[src/rtl/la_owner_arbiter_pkg.sv]
// Shared constants for the logic-analyser owner arbiter: register map,
// CTRL bit positions, FSM encoding and LA bus width.
package la_owner_arbiter_pkg;

  localparam int LA_W  = 34;
  localparam int IDX_W = 4;

  localparam logic [3:0] OFF_CTRL   = 4'h0;
  localparam logic [3:0] OFF_OWNER  = 4'h4;
  localparam logic [3:0] OFF_SLICE  = 4'h8;
  localparam logic [3:0] OFF_STATUS = 4'hC;

  localparam int CTRL_EN_BIT   = 0;
  localparam int CTRL_MODE_BIT = 1;

  localparam logic [1:0] ST_IDLE    = 2'd0;
  localparam logic [1:0] ST_GRANT   = 2'd1;
  localparam logic [1:0] ST_HANDOFF = 2'd2;

endpackage

[src/rtl/la_owner_arbiter_rr_picker.sv]
// Cyclic next-requester search: returns the first requesting team after
// last_i (wrapping), as a 1-based index, or 0 when nobody requests.
module la_rr_picker
  import la_owner_arbiter_pkg::*;
#(
  parameter int NUM_TEAMS = 4
) (
  input  logic [NUM_TEAMS-1:0] req_i,
  input  logic [IDX_W-1:0]     last_i,
  output logic [IDX_W-1:0]     pick_o
);

  int idx;

  // Walk offsets from farthest to nearest so the nearest requester wins.
  always_comb begin
    pick_o = '0;
    idx    = 0;
    for (int off = NUM_TEAMS; off >= 1; off--) begin
      idx = int'(last_i) + off;
      if (idx > NUM_TEAMS) idx = idx - NUM_TEAMS;
      if (|(req_i & (NUM_TEAMS'(1) << (idx - 1)))) pick_o = IDX_W'(idx);
    end
  end

endmodule

[src/rtl/la_owner_arbiter.sv]
// Wishbone-configured arbiter that hands the shared logic analyser to one
// team design at a time, either a fixed owner or round-robin time slices.
module la_owner_arbiter
  import la_owner_arbiter_pkg::*;
#(
  parameter int          NUM_TEAMS = 4,
  parameter logic [31:0] BASE_ADDR = 32'h3000_0100
) (
  input  logic                      wb_clk_i,
  input  logic                      wb_rst_i,
  input  logic                      wbs_stb_i,
  input  logic                      wbs_cyc_i,
  input  logic                      wbs_we_i,
  input  logic [3:0]                wbs_sel_i,
  input  logic [31:0]               wbs_adr_i,
  input  logic [31:0]               wbs_dat_i,
  output logic                      wbs_ack_o,
  output logic [31:0]               wbs_dat_o,
  input  logic [NUM_TEAMS-1:0]      team_req,
  input  logic [LA_W*NUM_TEAMS-1:0] designs_la_data_out,
  input  logic [LA_W*NUM_TEAMS-1:0] designs_la_oenb,
  output logic [NUM_TEAMS-1:0]      team_grant,
  output logic [LA_W-1:0]           la_data_out,
  output logic [LA_W-1:0]           la_oenb
);

  logic        match, accept;
  logic        ack_q;
  logic [31:0] dat_q, rd_data;
  logic        wr_pend_q;
  logic [3:0]  wr_off_q;
  logic [1:0]  wr_sel_q;
  logic [15:0] wr_dat_q;
  logic [1:0]  ctrl_q;
  logic [3:0]  owner_q;
  logic [15:0] slice_q;
  logic        dat_unused;

  logic [1:0]  state_q, state_d;
  logic [3:0]  cur_q, cur_d, last_q, last_d, pick;
  logic [15:0] cnt_q, cnt_d, slice_last;
  logic        gmode_q, gmode_d;
  logic        en, mode, owner_valid, cur_req, other_req, go_handoff;
  logic [NUM_TEAMS-1:0] cur_onehot;

  assign match      = wbs_stb_i & wbs_cyc_i & (wbs_adr_i[31:4] == BASE_ADDR[31:4]);
  assign accept     = match & ~ack_q;
  assign dat_unused = ^{wbs_dat_i[31:16], wbs_sel_i[3:2]};
  assign wbs_ack_o  = ack_q;
  assign wbs_dat_o  = dat_q;

  always_comb begin
    case (wbs_adr_i[3:0])
      OFF_CTRL:   rd_data = {30'd0, ctrl_q};
      OFF_OWNER:  rd_data = {28'd0, owner_q};
      OFF_SLICE:  rd_data = {16'd0, slice_q};
      OFF_STATUS: rd_data = {27'd0, state_q == ST_HANDOFF, cur_q};
      default:    rd_data = '0;
    endcase
  end

  // Writes are captured with the ack and committed one edge later, so new
  // configuration becomes visible in the cycle after ack.
  always_ff @(posedge wb_clk_i) begin
    // NOTE: sequential state uses non-blocking assignments so every register
    // samples pre-edge values regardless of statement order.
    if (wb_rst_i) begin
      ack_q     <= 1'b0;
      dat_q     <= '0;
      wr_pend_q <= 1'b0;
      wr_off_q  <= '0;
      wr_sel_q  <= '0;
      wr_dat_q  <= '0;
      ctrl_q    <= '0;
      owner_q   <= '0;
      slice_q   <= 16'd1;
    end else begin
      ack_q     <= accept;
      dat_q     <= (accept & ~wbs_we_i) ? rd_data : '0;
      wr_pend_q <= accept & wbs_we_i;
      wr_off_q  <= wbs_adr_i[3:0];
      wr_sel_q  <= wbs_sel_i[1:0];
      wr_dat_q  <= wbs_dat_i[15:0];
      if (wr_pend_q) begin
        case (wr_off_q)
          OFF_CTRL:  if (wr_sel_q[0]) ctrl_q <= wr_dat_q[1:0];
          OFF_OWNER: if (wr_sel_q[0]) owner_q <= wr_dat_q[3:0];
          OFF_SLICE: begin
            if (wr_sel_q[0]) slice_q[7:0]  <= wr_dat_q[7:0];
            if (wr_sel_q[1]) slice_q[15:8] <= wr_dat_q[15:8];
          end
          default: ;
        endcase
      end
    end
  end

  la_rr_picker #(.NUM_TEAMS(NUM_TEAMS)) u_picker (
    .req_i  (team_req),
    .last_i (last_q),
    .pick_o (pick)
  );

  assign en          = ctrl_q[CTRL_EN_BIT];
  assign mode        = ctrl_q[CTRL_MODE_BIT];
  assign owner_valid = (owner_q != 4'd0) && (owner_q <= 4'(NUM_TEAMS));
  assign slice_last  = (slice_q == 16'd0) ? 16'd0 : slice_q - 16'd1;

  always_comb begin
    for (int i = 0; i < NUM_TEAMS; i++) cur_onehot[i] = (cur_q == 4'(i + 1));
  end

  assign cur_req   = |(team_req & cur_onehot);
  assign other_req = |(team_req & ~cur_onehot);

  always_comb begin
    // NOTE: every output of this block gets a default first, so no path can
    // infer a latch.
    state_d    = state_q;
    cur_d      = cur_q;
    last_d     = last_q;
    cnt_d      = cnt_q;
    gmode_d    = gmode_q;
    go_handoff = 1'b0;
    case (state_q)
      ST_IDLE: begin
        cur_d = '0;
        cnt_d = '0;
        if (en && !mode && owner_valid) begin
          state_d = ST_GRANT;
          cur_d   = owner_q;
          last_d  = owner_q;
          gmode_d = 1'b0;
        end else if (en && mode && pick != 4'd0) begin
          state_d = ST_GRANT;
          cur_d   = pick;
          last_d  = pick;
          gmode_d = 1'b1;
        end
      end
      ST_GRANT: begin
        if (!en || mode != gmode_q) go_handoff = 1'b1;
        else if (!mode) go_handoff = (owner_q != cur_q);
        else if (!cur_req) go_handoff = 1'b1;
        else if (cnt_q == slice_last) begin
          if (other_req) go_handoff = 1'b1;
          else cnt_d = '0;
        end else cnt_d = cnt_q + 16'd1;
      end
      ST_HANDOFF: begin
        state_d = ST_IDLE;
        cur_d   = '0;
        cnt_d   = '0;
      end
      default: begin
        state_d = ST_IDLE;
        cur_d   = '0;
        cnt_d   = '0;
      end
    endcase
    if (go_handoff) begin
      state_d = ST_HANDOFF;
      cur_d   = '0;
      cnt_d   = '0;
    end
  end

  always_ff @(posedge wb_clk_i) begin
    if (wb_rst_i) begin
      state_q <= ST_IDLE;
      cur_q   <= '0;
      last_q  <= 4'(NUM_TEAMS);
      cnt_q   <= '0;
      gmode_q <= 1'b0;
    end else begin
      state_q <= state_d;
      cur_q   <= cur_d;
      last_q  <= last_d;
      cnt_q   <= cnt_d;
      gmode_q <= gmode_d;
    end
  end

  // Reset gates the mux directly so the LA is released in the reset cycle.
  always_comb begin
    la_data_out = '0;
    la_oenb     = '1;
    team_grant  = '0;
    if (!wb_rst_i) begin
      team_grant = cur_onehot;
      for (int i = 0; i < NUM_TEAMS; i++) begin
        if (cur_onehot[i]) begin
          la_data_out = designs_la_data_out[i*LA_W +: LA_W];
          la_oenb     = designs_la_oenb[i*LA_W +: LA_W];
        end
      end
    end
  end

endmodule

[config.mk]
export PLATFORM = sky130hd
export DESIGN_NAME = la_owner_arbiter
export DESIGN_NICKNAME = d
export VERILOG_FILES = /design/src/rtl/la_owner_arbiter_pkg.sv /design/src/rtl/la_owner_arbiter_rr_picker.sv /design/src/rtl/la_owner_arbiter.sv
export SDC_FILE = /design/constraint.sdc
export NUM_CORES = 1
export LEC_CHECK = 0
export BUFFER_PORTS_ARGS = -buffer_cell sky130_fd_sc_hd__buf_4
export CORE_AREA = 3 3 175 177
export CTS_CLUSTER_SIZE = 28
export DETAILED_ROUTE_END_ITERATION = 6
export DIE_AREA = 0 0 178 180
export MAX_ROUTING_LAYER = met4
export SLEW_MARGIN = 20
export SYNTH_ARGS = -nofsm -noshare
export SYNTH_HDL_FRONTEND = slang
export SYNTH_HIERARCHICAL = 1
export SYNTH_SLANG_ARGS = --single-unit
[constraint.sdc]
create_clock -name wb_clk_i -period 5.9 [get_ports wb_clk_i]
set_input_delay 1.18 -clock wb_clk_i [delete_from_list [all_inputs] [get_ports wb_clk_i]]
set_output_delay 1.18 -clock wb_clk_i [all_outputs]
set_load 0.05 [all_outputs]
==> metrics.txt, run 1 <==
# TYPE chip_impl_metric gauge
chip_impl_metric{name="postSynthRegisterBits",unit=""} 89
chip_impl_metric{name="netlist_area",unit="um^2"} 8520
chip_impl_info{name="critical_path.cell_chain",value="inv_1, ha_1, inv_1, ha_1, a21oi_1, o21ai_0, a211oi_1, buf_4, o211ai_1, ha_1, nor4bb_1, nand3_1, or4_1, nor2_2, o21a_1, o21ai_1, or4_1, and3_1, nor2_1, nand2_1, a21oi_1"} 1
chip_impl_metric{name="grt_overflow",unit=""} 0
chip_impl_metric{name="slowest_delay",unit="ps"} 560
chip_impl_metric{name="wire_length_of_the_first_global_routing_pass",unit="mm"} 60.1
chip_impl_metric{name="fp.dieArea",unit="um^2"} 32000
chip_impl_metric{name="die_x",unit="um"} 178
chip_impl_metric{name="ys_warnings",unit=""} 6
chip_impl_metric{name="cts_inserted_buffers",unit=""} 9
chip_impl_metric{name="clock_latency",unit="ps"} 340
chip_impl_metric{name="total_wirelength_of_the_detailed_routed_design",unit="mm"} 40.6
chip_impl_metric{name="drt-initial-drc-count",unit=""} 589
chip_impl_metric{name="count_of_endpoints_failing_hold_in_the_final_timing_report",unit=""} 0
chip_impl_metric{name="detailroute.wirelength.met2",unit="mm"} 19.6
chip_impl_metric{name="detailroute.via_count",unit=""} 10400
chip_impl_metric{name="final_cell_count_no_fill",unit=""} 1987
chip_impl_metric{name="p_per_area",unit="nW/um^2"} 116
chip_impl_metric{name="htree_num_levels",unit=""} 3
chip_impl_metric{name="dp_hpwl",unit="mm"} 33.4
chip_impl_metric{name="power.share.switching",unit="%"} 26.1
chip_impl_info{name="status",value="complete, no violations"} 1
chip_impl_metric{name="internal_power",unit="mW"} 1.06
chip_impl_info{name="timing_worst_setup_path_type",value="register to register"} 1
chip_impl_metric{name="dp_cells",unit=""} 1969
chip_impl_metric{name="worst_slew_pin_slew",unit="ps"} 1000
chip_impl_metric{name="required",unit="ps"} 6170
chip_impl_info{name="cts_tree",value="yes"} 1
chip_impl_metric{name="layout-drive-gt1-share",unit="%"} 32.4
chip_impl_metric{name="sequential_cell_area",unit="um^2"} 1780
chip_impl_metric{name="layout.nets",unit=""} 1987
chip_impl_metric{name="cap_violations",unit=""} 0
chip_impl_metric{name="gpl.final_weighted_congestion",unit=""} 0.924
chip_impl_metric{name="max-slew-margin-rel",unit="%"} 33.0
chip_impl_metric{name="fill_cells",unit=""} 3069
chip_impl_metric{name="drt-vias-per-instance",unit=""} 5.22
chip_impl_metric{name="cts.reportedPaths.clkPinSlew",unit="ps"} 70
chip_impl_info{name="grt_setup_unrepaired",value="false"} 1
chip_impl_metric{name="postSynthAreaPerCell",unit="um^2"} 7.10
chip_impl_info{name="path_delay_family",value="simple AND/OR/NAND/NOR gates"} 1
chip_impl_metric{name="via_count_of_the_first_global_routing_pass",unit=""} 10100
chip_impl_info{name="critical_path.slowest_cell",value="or4_1"} 1
chip_impl_metric{name="cts_max_path_buffers",unit=""} 2
chip_impl_metric{name="p_leak",unit="nW"} 5.41
chip_impl_info{name="clockRootBuffer",value="clkbuf_16"} 1
chip_impl_metric{name="die_h",unit="um"} 180
chip_impl_metric{name="timing.setup.tns",unit="ps"} 0
chip_impl_metric{name="cts_num_sinks",unit=""} 89
chip_impl_metric{name="hold_fix_buffer_count_after_cts",unit=""} 0
chip_impl_metric{name="switchingPower",unit="mW"} 0.376
chip_impl_metric{name="fin_crit",unit="ps"} 5260
chip_impl_metric{name="critical_path_data_arrival_time",unit="ps"} 5530
chip_impl_info{name="dominant_cell_type_by_count_on_the_critical_path",value="ha_1"} 1
chip_impl_metric{name="drv_slew",unit=""} 0
chip_impl_metric{name="power_frac_seq",unit="%"} 42.5
chip_impl_info{name="layout_common_cells",value="buf_4, o21ai_0, nand2_1"} 1
chip_impl_info{name="synth_top_flop_cell",value="dfxtp_1"} 1
chip_impl_metric{name="netlist_instances",unit=""} 1200
chip_impl_metric{name="synth_enable_flop_cells",unit=""} 0
chip_impl_metric{name="comb_power_share",unit="%"} 17.9
chip_impl_metric{name="vdd_ir_drop_max",unit="V"} 0.000167
chip_impl_metric{name="coreArea",unit="um^2"} 29400
chip_impl_metric{name="synthToLayoutAreaGrowth",unit="%"} 45.4
chip_impl_metric{name="yosysUniqueCellTypes",unit=""} 85
chip_impl_metric{name="pin_count",unit=""} 454
chip_impl_metric{name="dr.pass1.iters",unit=""} 5
chip_impl_metric{name="placement_rows",unit=""} 63
chip_impl_info{name="layout_commonest_cell",value="buf_4"} 1
chip_impl_metric{name="timing.hold.ws",unit="ps"} 470
chip_impl_metric{name="ant_nets",unit=""} 0
chip_impl_metric{name="dr_wl_met3",unit="mm"} 2.36
chip_impl_metric{name="final.setup_skew",unit="ps"} 5.64
chip_impl_metric{name="synthArstFlopShare",unit="%"} 0
chip_impl_metric{name="wl_per_cell",unit="um"} 20.5
chip_impl_info{name="hold_path_class",value="register to register"} 1
chip_impl_info{name="timing.critical_path.from_type",value="register"} 1
chip_impl_metric{name="crit_fanout",unit=""} 10
chip_impl_metric{name="grt_start_max_net_pins",unit=""} 54
chip_impl_metric{name="numPortBuffers",unit=""} 419
chip_impl_metric{name="multi_input_area",unit="um^2"} 6320
chip_impl_info{name="critical_path.endpoint_type",value="register"} 1
chip_impl_metric{name="grt_antenna_before_repair",unit=""} 3
chip_impl_metric{name="detail_route.drc_violations",unit=""} 0
chip_impl_metric{name="setup_violations",unit=""} 0
chip_impl_metric{name="fin_crit_sh",unit="%"} 89.2
chip_impl_metric{name="post_cts_resized",unit=""} 0
chip_impl_metric{name="path_buf_inv",unit=""} 3
chip_impl_metric{name="ys_seq_area_share",unit="%"} 20.9
chip_impl_metric{name="start_util",unit="%"} 29.0
chip_impl_metric{name="part_of_the_power_in_the_clock_network",unit="%"} 39.6
chip_impl_info{name="route.top_layer_used",value="met4"} 1
chip_impl_metric{name="cts_setup_buffers",unit=""} 0
chip_impl_metric{name="met1Wirelength",unit="mm"} 17.8
chip_impl_metric{name="totalPowerFinal",unit="mW"} 1.44
chip_impl_metric{name="clock.fmax",unit="GHz"} 0.190
chip_impl_metric{name="combined_global_route_utilization_of_all_metal_layers",unit="%"} 24.8
==> power groups by stage <==
stage | clock network [mW] | registers (mW) | logic (mW)
2_1_floorplan | 0 | 0.624 | 0.0712
3_3_place_gp | 0 | 0.625 | 0.255
3_5_place_dp | 0 | 0.625 | 0.256
4_1_cts | 0.579 | 0.611 | 0.257
5_1_grt | 0.608 | 0.612 | 0.276
6_report | 0.571 | 0.611 | 0.258
==> worst min-delay path, delay by kind of cell, from the launching register on <==
kind / cells / cell delay [ps]
mux: 1 / 60
simple gates: 1 / 70
flops: 1 / 310
==> per-layer routing <==
| metal | up-vias | track usage [%] |
|---|---|---|
| li1 | 5093 | - |
| met1 | 4873 | 31.8 |
| met2 | 372 | 40.9 |
| met3 | 42 | 3.91 |
| met4 | 0 | 5.59 |
| met5 | - | - |
==> layout make-up <==
type	count	area share, %
timing repair buffer	455	27.6
clock buffer	9	1.82
inverter	22	0.666
antenna	2	0.0404
sequential	89	14.4
tap	390	3.94
clock inverter	7	0.586
multi-input combinational	1013	51.0
==> cells in the mapped netlist (14+ instances only) <==
library cell / count / area [um^2]
nor3_1: 23 / 115
o211ai_1: 18 / 135
ha_1: 48 / 601
o21ai_0: 152 / 761
nand2_1: 149 / 559
a31oi_1: 38 / 238
o31ai_1: 16 / 120
nand3_1: 22 / 110
xnor2_1: 16 / 140
a21oi_1: 34 / 170
inv_1: 18 / 67.6
nor2b_1: 30 / 188
mux2i_1: 41 / 410
dfxtp_1: 89 / 1780
nor2_1: 137 / 514
nor4_1: 14 / 87.6
buf_4: 18 / 135
clkbuf_1: 64 / 240
a21o_1: 38 / 285
nand4_1: 18 / 113
and3_1: 18 / 113
==> per-stage QoR <==
stage               worst slack, ps  utilization (%)  cell area, um^2
floorplan                       403                -             8600
global placement                427             41.1            12100
detailed placement              345             41.1            12100
CTS                             314             42.1            12400
global route                   71.7             42.1            12400
finish                          636             42.1            12400
==> worst paths after layout <==
kind | end | slack, ps | cells after the start | start
setup / recovery | last_q[0]$_SDFFE_PP0P_ | 640 | 21 | last_q[2]$_SDFFE_PP1P_
setup reg to reg | last_q[0]$_SDFFE_PP0P_ | 640 | 21 | last_q[2]$_SDFFE_PP1P_
hold reg to reg | slice_q[14]$_SDFFE_PP0P_ | 470 | 2 | wr_dat_q[14]$_SDFF_PP0_
hold / removal | slice_q[14]$_SDFFE_PP0P_ | 470 | 2 | wr_dat_q[14]$_SDFF_PP0_
==> sequential cells by signal, indices dropped and copies added, names as in the netlist <==
register,flops
wr_pend_q,1
state_q,2
owner_q,4
ctrl_q,2
wbs_ack_o,1
wr_sel_q,2
last_q,4
wbs_dat_o,16
wr_off_q,4
cnt_q,16
cur_q,4
slice_q,16
gmode_q,1
wr_dat_q,16
==> kinds of logic after synthesis <==
logic type,share of synthesized area [%]
compound gates,27.1
xor+xnor,3.44
fa+ha+maj,7.05
buf+inv,6.27
flops,20.9
mux,5.61
other cells,0.0881
simple gates,29.5
Power figures use the tool's default switching activity.
==> inputs of run 2 (changes only) <==
- CORE_AREA: 3 3 175 177 -> 3 3 178 180
- CTS_BUF_LIST: default -> sky130_fd_sc_hd__clkbuf_4 sky130_fd_sc_hd__clkbuf_8
- DIE_AREA: 0 0 178 180 -> 0 0 181 183
==> run 2 against run 1 <==
Design area is 1.0% lower. Highest routed layer unchanged. Hold slack better by 3.9 ps. Final cell count is 0.30% higher. Sequential share of layout area is 0.14 points higher. Utilization is 1.7 points lower. Largest cell class unchanged.
==> metrics.txt, run 2 (same netlist as run 1, synthesis figures left out) <==
# TYPE chip_impl_metric gauge
chip_impl_metric{name="ant_nets",unit=""} 0
chip_impl_info{name="layout_commonest_cell",value="buf_4"} 1
chip_impl_metric{name="totalPowerFinal",unit="mW"} 1.29
chip_impl_metric{name="clock.fmax",unit="GHz"} 0.185
chip_impl_metric{name="grt_antenna_before_repair",unit=""} 7
chip_impl_metric{name="timing.hold.worst_path_depth",unit=""} 2
chip_impl_metric{name="detailroute.via_count",unit=""} 10400
chip_impl_info{name="critical_path.slowest_cell",value="or4_1"} 1
chip_impl_info{name="timing_worst_setup_path_type",value="register to register"} 1
chip_impl_metric{name="hold_fix_buffer_count_after_cts",unit=""} 0
chip_impl_metric{name="post_cts_resized",unit=""} 0
chip_impl_metric{name="sequential_cell_area",unit="um^2"} 1780
chip_impl_info{name="cts_tree",value="yes"} 1
chip_impl_metric{name="wl_per_cell",unit="um"} 20.4
chip_impl_metric{name="gpl.final_weighted_congestion",unit=""} 0.913
chip_impl_metric{name="cts_num_sinks",unit=""} 89
chip_impl_metric{name="placement_rows",unit=""} 64
chip_impl_metric{name="critical_path_data_arrival_time",unit="ps"} 5690
chip_impl_info{name="launch_instance_of_the_worst_register_to_register_path",value="last_q[1]$_SDFFE_PP0P_"} 1
chip_impl_metric{name="cap_violations",unit=""} 0
chip_impl_info{name="grt_setup_unrepaired",value="false"} 1
chip_impl_metric{name="grt_overflow",unit=""} 0
chip_impl_metric{name="grt_start_max_net_pins",unit=""} 57
chip_impl_metric{name="drt-initial-drc-count",unit=""} 627
chip_impl_metric{name="via_count_of_the_first_global_routing_pass",unit=""} 10000
chip_impl_metric{name="cts_setup_buffers",unit=""} 0
chip_impl_metric{name="cts_max_path_buffers",unit=""} 2
chip_impl_metric{name="vdd_ir_drop_max",unit="V"} 0.0000959
chip_impl_metric{name="setup_violations",unit=""} 0
chip_impl_metric{name="timing.critical_path.depth",unit=""} 20
chip_impl_metric{name="p_leak",unit="nW"} 5.33
chip_impl_info{name="critical_path.cell_chain",value="ha_1, xnor2_1, ha_1, a21o_1, nand3_1, a211oi_1, buf_4, o211ai_1, ha_1, nor4b_1, nand3_1, or4_1, nor2_2, mux2i_1, a21oi_1, or4_1, and3_1, nor2_1, nand2_1, a21oi_1"} 1
chip_impl_info{name="dominant_cell_type_by_count_on_the_critical_path",value="ha_1"} 1
chip_impl_metric{name="fin_crit_sh",unit="%"} 91.7
chip_impl_metric{name="max-slew-margin-rel",unit="%"} 29.1
chip_impl_metric{name="layout.nets",unit=""} 1982
chip_impl_metric{name="postLayoutCoreUtil",unit="%"} 40.4
chip_impl_metric{name="ff2ff_path_depth",unit=""} 20
chip_impl_info{name="timing.critical_path.from_type",value="register"} 1
chip_impl_metric{name="worst_slew_pin_slew",unit="ps"} 1060
chip_impl_metric{name="dr.pass1.iters",unit=""} 5
chip_impl_metric{name="drt-vias-per-instance",unit=""} 5.20
chip_impl_metric{name="required",unit="ps"} 6180
chip_impl_info{name="critical_path.endpoint_type",value="register"} 1
chip_impl_metric{name="synthToLayoutAreaGrowth",unit="%"} 43.9
chip_impl_metric{name="total_wirelength_of_the_detailed_routed_design",unit="mm"} 40.6
chip_impl_metric{name="fin_crit",unit="ps"} 5410
chip_impl_metric{name="multi_input_area",unit="um^2"} 6310
chip_impl_metric{name="layout-drive-gt1-share",unit="%"} 32.0
chip_impl_metric{name="numPortBuffers",unit=""} 419
chip_impl_info{name="path_delay_family",value="simple AND/OR/NAND/NOR gates"} 1
chip_impl_info{name="status",value="complete, no violations"} 1
chip_impl_metric{name="start_util",unit="%"} 28.1
chip_impl_metric{name="count_of_endpoints_failing_hold_in_the_final_timing_report",unit=""} 0
chip_impl_metric{name="drv_slew",unit=""} 0
chip_impl_metric{name="htree_num_levels",unit=""} 3
chip_impl_metric{name="crit_fanout",unit=""} 10
chip_impl_metric{name="fp.dieArea",unit="um^2"} 33100
chip_impl_metric{name="detail_route.drc_violations",unit=""} 0
chip_impl_metric{name="pin_count",unit=""} 454
chip_impl_info{name="critPathLaunch",value="last_q[1]$_SDFFE_PP0P_"} 1
chip_impl_info{name="layout_common_cells",value="buf_4, o21ai_0, nand2_1"} 1
chip_impl_metric{name="combined_global_route_utilization_of_all_metal_layers",unit="%"} 23.6
chip_impl_info{name="clockRootBuffer",value="clkbuf_8"} 1
chip_impl_metric{name="wire_length_of_the_first_global_routing_pass",unit="mm"} 59.6
chip_impl_metric{name="timing.setup.tns",unit="ps"} 0
chip_impl_info{name="worst_hold_startpoint",value="wr_dat_q[5]$_SDFF_PP0_"} 1
chip_impl_metric{name="p_per_area",unit="nW/um^2"} 105
chip_impl_metric{name="fill_cells",unit=""} 3193
chip_impl_metric{name="coreArea",unit="um^2"} 30300
chip_impl_metric{name="die_h",unit="um"} 183
chip_impl_metric{name="final.setup_skew",unit="ps"} 13.1
chip_impl_metric{name="clock_latency",unit="ps"} 360
chip_impl_metric{name="cts.reportedPaths.clkPinSlew",unit="ps"} 100
chip_impl_info{name="hold_path_class",value="register to register"} 1
chip_impl_metric{name="cts_inserted_buffers",unit=""} 9
chip_impl_metric{name="path_buf_inv",unit=""} 1
chip_impl_metric{name="die_x",unit="um"} 181
chip_impl_metric{name="dp_hpwl",unit="mm"} 33.2
chip_impl_metric{name="slowest_delay",unit="ps"} 590
-- run 2: tightest hold or removal path: cells and delay by family (launching register included) --
kind	cells	cell delay, ps
muxes	1	60
DFF	1	320
and+or+nand+nor	1	70
-- run 2: area by class of cell --
| cell class | instances | area share, % |
|---|---|---|
| Clock inverter | 7 | 0.592 |
| Clock buffer | 9 | 1.01 |
| Antenna cell | 7 | 0.143 |
| Multi-Input combinational cell | 1013 | 51.5 |
| Timing Repair Buffer | 450 | 27.5 |
| Sequential cell | 89 | 14.5 |
| Inverter | 22 | 0.673 |
| Tap cell | 396 | 4.04 |
-- run 2: report_power, final --
part | switching [mW] | leakage (nW) | internal, mW
logic | 0.104 | 4.51 | 0.156
registers | 0.00307 | 0.723 | 0.608
clock network | 0.256 | 0.0967 | 0.166
total | 0.363 | 5.33 | 0.930
-- run 2: through the flow --
step	instances	instance area (um^2)	setup WS, ps	hold slack, ps
finish	1993	12300	490	473
global route	1993	12300	26.7	499
CTS	1986	12200	527	471
detailed placement	1970	12000	574	449
global placement	1970	12000	706	440
floorplan	1220	8600	403	437
-- run 2: layer usage --
layer	track usage [%]	routed length (um)
met1	29.3	17000
met2	37.6	19000
met3	6.84	3620
met4	6.64	966
met5	-	0
-- run 2: path summary, 6_finish.rpt --
check / to / slack, ps
setup / recovery: last_q[0]$_SDFFE_PP0P_ / 490
hold / removal: slice_q[5]$_SDFFE_PP0P_ / 470
setup reg to reg: last_q[0]$_SDFFE_PP0P_ / 490
hold reg to reg: slice_q[5]$_SDFFE_PP0P_ / 470
==> inputs of run 3 (changes only) <==
- PLACE_DENSITY: default -> 0.66
==> run 3 against run 2 <==
Non-clock buffer count rose by 1. Design area rose by 0.44%. Critical path depth rose by 1. Critical endpoint unchanged. Sequential power barely moved. Global-route usage fell by 0.76 points. Clock power rose by 14%. Via count rose by 1.2%.
==> metrics.txt, run 3 (same netlist as run 1, synthesis figures left out) <==
# TYPE chip_impl_metric gauge
chip_impl_info{name="hold_path_class",value="register to register"} 1
chip_impl_info{name="critical_path.cell_chain",value="inv_1, ha_1, inv_1, ha_1, a21oi_1, o21ai_0, a211oi_1, buf_4, o211ai_1, ha_1, nor4b_1, nand3_1, or4_1, nor2_2, mux2i_1, a21oi_1, or4_1, and3_1, nor2_1, nand2_1, a21oi_1"} 1
chip_impl_metric{name="p_leak",unit="nW"} 5.35
chip_impl_metric{name="max-slew-margin-rel",unit="%"} 31.2
chip_impl_metric{name="final.setup_skew",unit="ps"} 10.8
chip_impl_metric{name="fin_crit",unit="ps"} 5380
chip_impl_metric{name="postLayoutCoreUtil",unit="%"} 40.6
chip_impl_info{name="status",value="complete, no violations"} 1
chip_impl_metric{name="dp_cells",unit=""} 1971
chip_impl_metric{name="fp.dieArea",unit="um^2"} 33100
chip_impl_metric{name="worst_slew_pin_slew",unit="ps"} 1020
chip_impl_metric{name="p_per_area",unit="nW/um^2"} 110
chip_impl_metric{name="layout-drive-gt1-share",unit="%"} 32.2
chip_impl_metric{name="setup.reg_to_reg.worst_slack",unit="ps"} 520
chip_impl_metric{name="detailroute.via_count",unit=""} 10500
chip_impl_metric{name="numPortBuffers",unit=""} 419
chip_impl_metric{name="die_x",unit="um"} 181
chip_impl_metric{name="combined_global_route_utilization_of_all_metal_layers",unit="%"} 22.8
chip_impl_metric{name="required",unit="ps"} 6190
chip_impl_metric{name="final_cell_count_no_fill",unit=""} 1995
chip_impl_metric{name="timing.setup.tns",unit="ps"} 0
chip_impl_metric{name="timing.hold.worst_path_depth",unit=""} 2
chip_impl_metric{name="placement_rows",unit=""} 64
chip_impl_metric{name="die_h",unit="um"} 183
chip_impl_metric{name="drt-initial-drc-count",unit=""} 710
chip_impl_metric{name="pin_count",unit=""} 454
chip_impl_metric{name="total_wirelength_of_the_detailed_routed_design",unit="mm"} 39.9
chip_impl_info{name="worst_hold_startpoint",value="wr_dat_q[14]$_SDFF_PP0_"} 1
chip_impl_metric{name="synthToLayoutAreaGrowth",unit="%"} 44.6
chip_impl_info{name="timing.critical_path.from_type",value="register"} 1
chip_impl_metric{name="clock_latency",unit="ps"} 360
chip_impl_info{name="worstHoldEndpoint",value="slice_q[14]$_SDFFE_PP0P_"} 1
chip_impl_info{name="cts_tree",value="yes"} 1
chip_impl_metric{name="detailedPlace.worstSlack",unit="ps"} 176
chip_impl_metric{name="drt-vias-per-instance",unit=""} 5.26
chip_impl_metric{name="count_of_endpoints_failing_hold_in_the_final_timing_report",unit=""} 0
chip_impl_info{name="regToRegEndpoint",value="last_q[0]$_SDFFE_PP0P_"} 1
chip_impl_metric{name="fill_cells",unit=""} 3177
chip_impl_info{name="launch_instance_of_the_worst_register_to_register_path",value="last_q[2]$_SDFFE_PP1P_"} 1
chip_impl_info{name="path_delay_family",value="simple AND/OR/NAND/NOR gates"} 1
chip_impl_metric{name="detail_route.drc_violations",unit=""} 0
chip_impl_info{name="grt_setup_unrepaired",value="false"} 1
chip_impl_metric{name="slowest_delay",unit="ps"} 570
chip_impl_metric{name="drv_slew",unit=""} 0
chip_impl_metric{name="cts.reportedPaths.clkPinSlew",unit="ps"} 100
chip_impl_metric{name="start_util",unit="%"} 28.1
chip_impl_metric{name="path_buf_inv",unit=""} 3
chip_impl_metric{name="via_count_of_the_first_global_routing_pass",unit=""} 9956
chip_impl_metric{name="grt_antenna_before_repair",unit=""} 7
chip_impl_metric{name="coreArea",unit="um^2"} 30300
chip_impl_info{name="layout_common_cells",value="buf_4, o21ai_0, nand2_1"} 1
chip_impl_info{name="timing_worst_setup_path_type",value="register to register"} 1
chip_impl_metric{name="multi_input_area",unit="um^2"} 6320
chip_impl_metric{name="layout.nets",unit=""} 1983
chip_impl_metric{name="fin_crit_sh",unit="%"} 91.2
chip_impl_metric{name="critical_path_data_arrival_time",unit="ps"} 5670
chip_impl_metric{name="setup_violations",unit=""} 0
chip_impl_metric{name="cts_inserted_buffers",unit=""} 9
chip_impl_metric{name="totalPowerFinal",unit="mW"} 1.35
chip_impl_metric{name="grt_overflow",unit=""} 0
chip_impl_metric{name="vdd_ir_drop_max",unit="V"} 0.000160
chip_impl_metric{name="gpl.final_weighted_congestion",unit=""} 0.894
chip_impl_metric{name="cap_violations",unit=""} 0
chip_impl_metric{name="wl_per_cell",unit="um"} 20.0
chip_impl_metric{name="ant_nets",unit=""} 0
chip_impl_metric{name="grt_start_max_net_pins",unit=""} 46
chip_impl_info{name="critical_path.slowest_cell",value="or4_1"} 1
chip_impl_metric{name="clock.fmax",unit="GHz"} 0.186
chip_impl_metric{name="layout_setup_ws",unit="ps"} 520
chip_impl_metric{name="cts_max_path_buffers",unit=""} 2
chip_impl_metric{name="dp_hpwl",unit="mm"} 33.0
chip_impl_metric{name="dr.pass1.iters",unit=""} 6
chip_impl_metric{name="htree_num_levels",unit=""} 3
chip_impl_metric{name="crit_fanout",unit=""} 10
chip_impl_info{name="critical_path.endpoint_type",value="register"} 1
chip_impl_metric{name="wire_length_of_the_first_global_routing_pass",unit="mm"} 58.1
chip_impl_info{name="clockRootBuffer",value="clkbuf_8"} 1
chip_impl_metric{name="sequential_cell_area",unit="um^2"} 1780
chip_impl_metric{name="ff2ff_path_depth",unit=""} 21
chip_impl_metric{name="cts_num_sinks",unit=""} 89
chip_impl_info{name="layout_commonest_cell",value="buf_4"} 1
[run 3: cell types whose count changed in the layout (fill, tap and decap cells not counted), sizes merged]
cell,before,now
bufinv,0,2
clkinv,5,3
buf,450,451
clkbuf,9,10
clkinvlp,1,0
diode,7,8
[run 3: timing repair]
item / CTS / global route
setup endpoints to repair: 0 / 7
hold buffers: 0 / 0
endpoints found under the hold margin: 0 / 0
resized for setup: 0 / 3
buffers inserted: 0 / 0
[run 3: layout make-up]
type	count	area share (%)
diodes	8	0.163
repair buffers	451	27.5
flip-flops and latches	89	14.5
clock inverters	6	0.792
clock buffers	10	1.07
multi-input cells	1013	51.3
inverters	22	0.670
well taps	396	4.02
[run 3: tightest hold or removal path: stages, from the launching register on]
cell     delay [ps]
dfxtp_1         310
mux2i_1          50
nor2_1           70
[run 3: worst max-delay path by stage]
stage          depth (start not counted)                     end              startpoint  slack, ps
3_3_place_gp                          19  last_q[0]$_SDFFE_PP0P_  last_q[0]$_SDFFE_PP0P_        400
6_report                              21  last_q[0]$_SDFFE_PP0P_  last_q[2]$_SDFFE_PP1P_        520
2_1_floorplan                         23  last_q[1]$_SDFFE_PP0P_  last_q[2]$_SDFFE_PP1P_        400
5_1_grt                               20  last_q[0]$_SDFFE_PP0P_  last_q[2]$_SDFFE_PP1P_        120
4_1_cts                               19  last_q[0]$_SDFFE_PP0P_  last_q[0]$_SDFFE_PP0P_        150
3_5_place_dp                          19  last_q[0]$_SDFFE_PP0P_  last_q[0]$_SDFFE_PP0P_        180
[run 3: stage by stage]
stage / cell area (um^2) / hold WS [ps]
2_1_floorplan: 8600 / 437
3_3_place_gp: 12100 / 440
3_5_place_dp: 12100 / 450
4_1_cts: 12300 / 473
5_1_grt: 12300 / 488
6_report: 12300 / 470
[run 3: where the power goes]
group	internal [mW]	switching, mW	leakage (nW)
Clock	0.250	0.230	0.117
Combinational	0.156	0.104	4.51
Sequential	0.608	0.00294	0.724
[run 3: per-layer routing]
layer | up-vias | wire length (um) | track usage (%)
li1 | 5096 | - | -
met3 | 33 | 3410 | 4.96
met5 | - | 0 | -
met4 | 0 | 728 | 5.27
met2 | 440 | 18800 | 37.2
met1 | 4922 | 17000 | 29.2
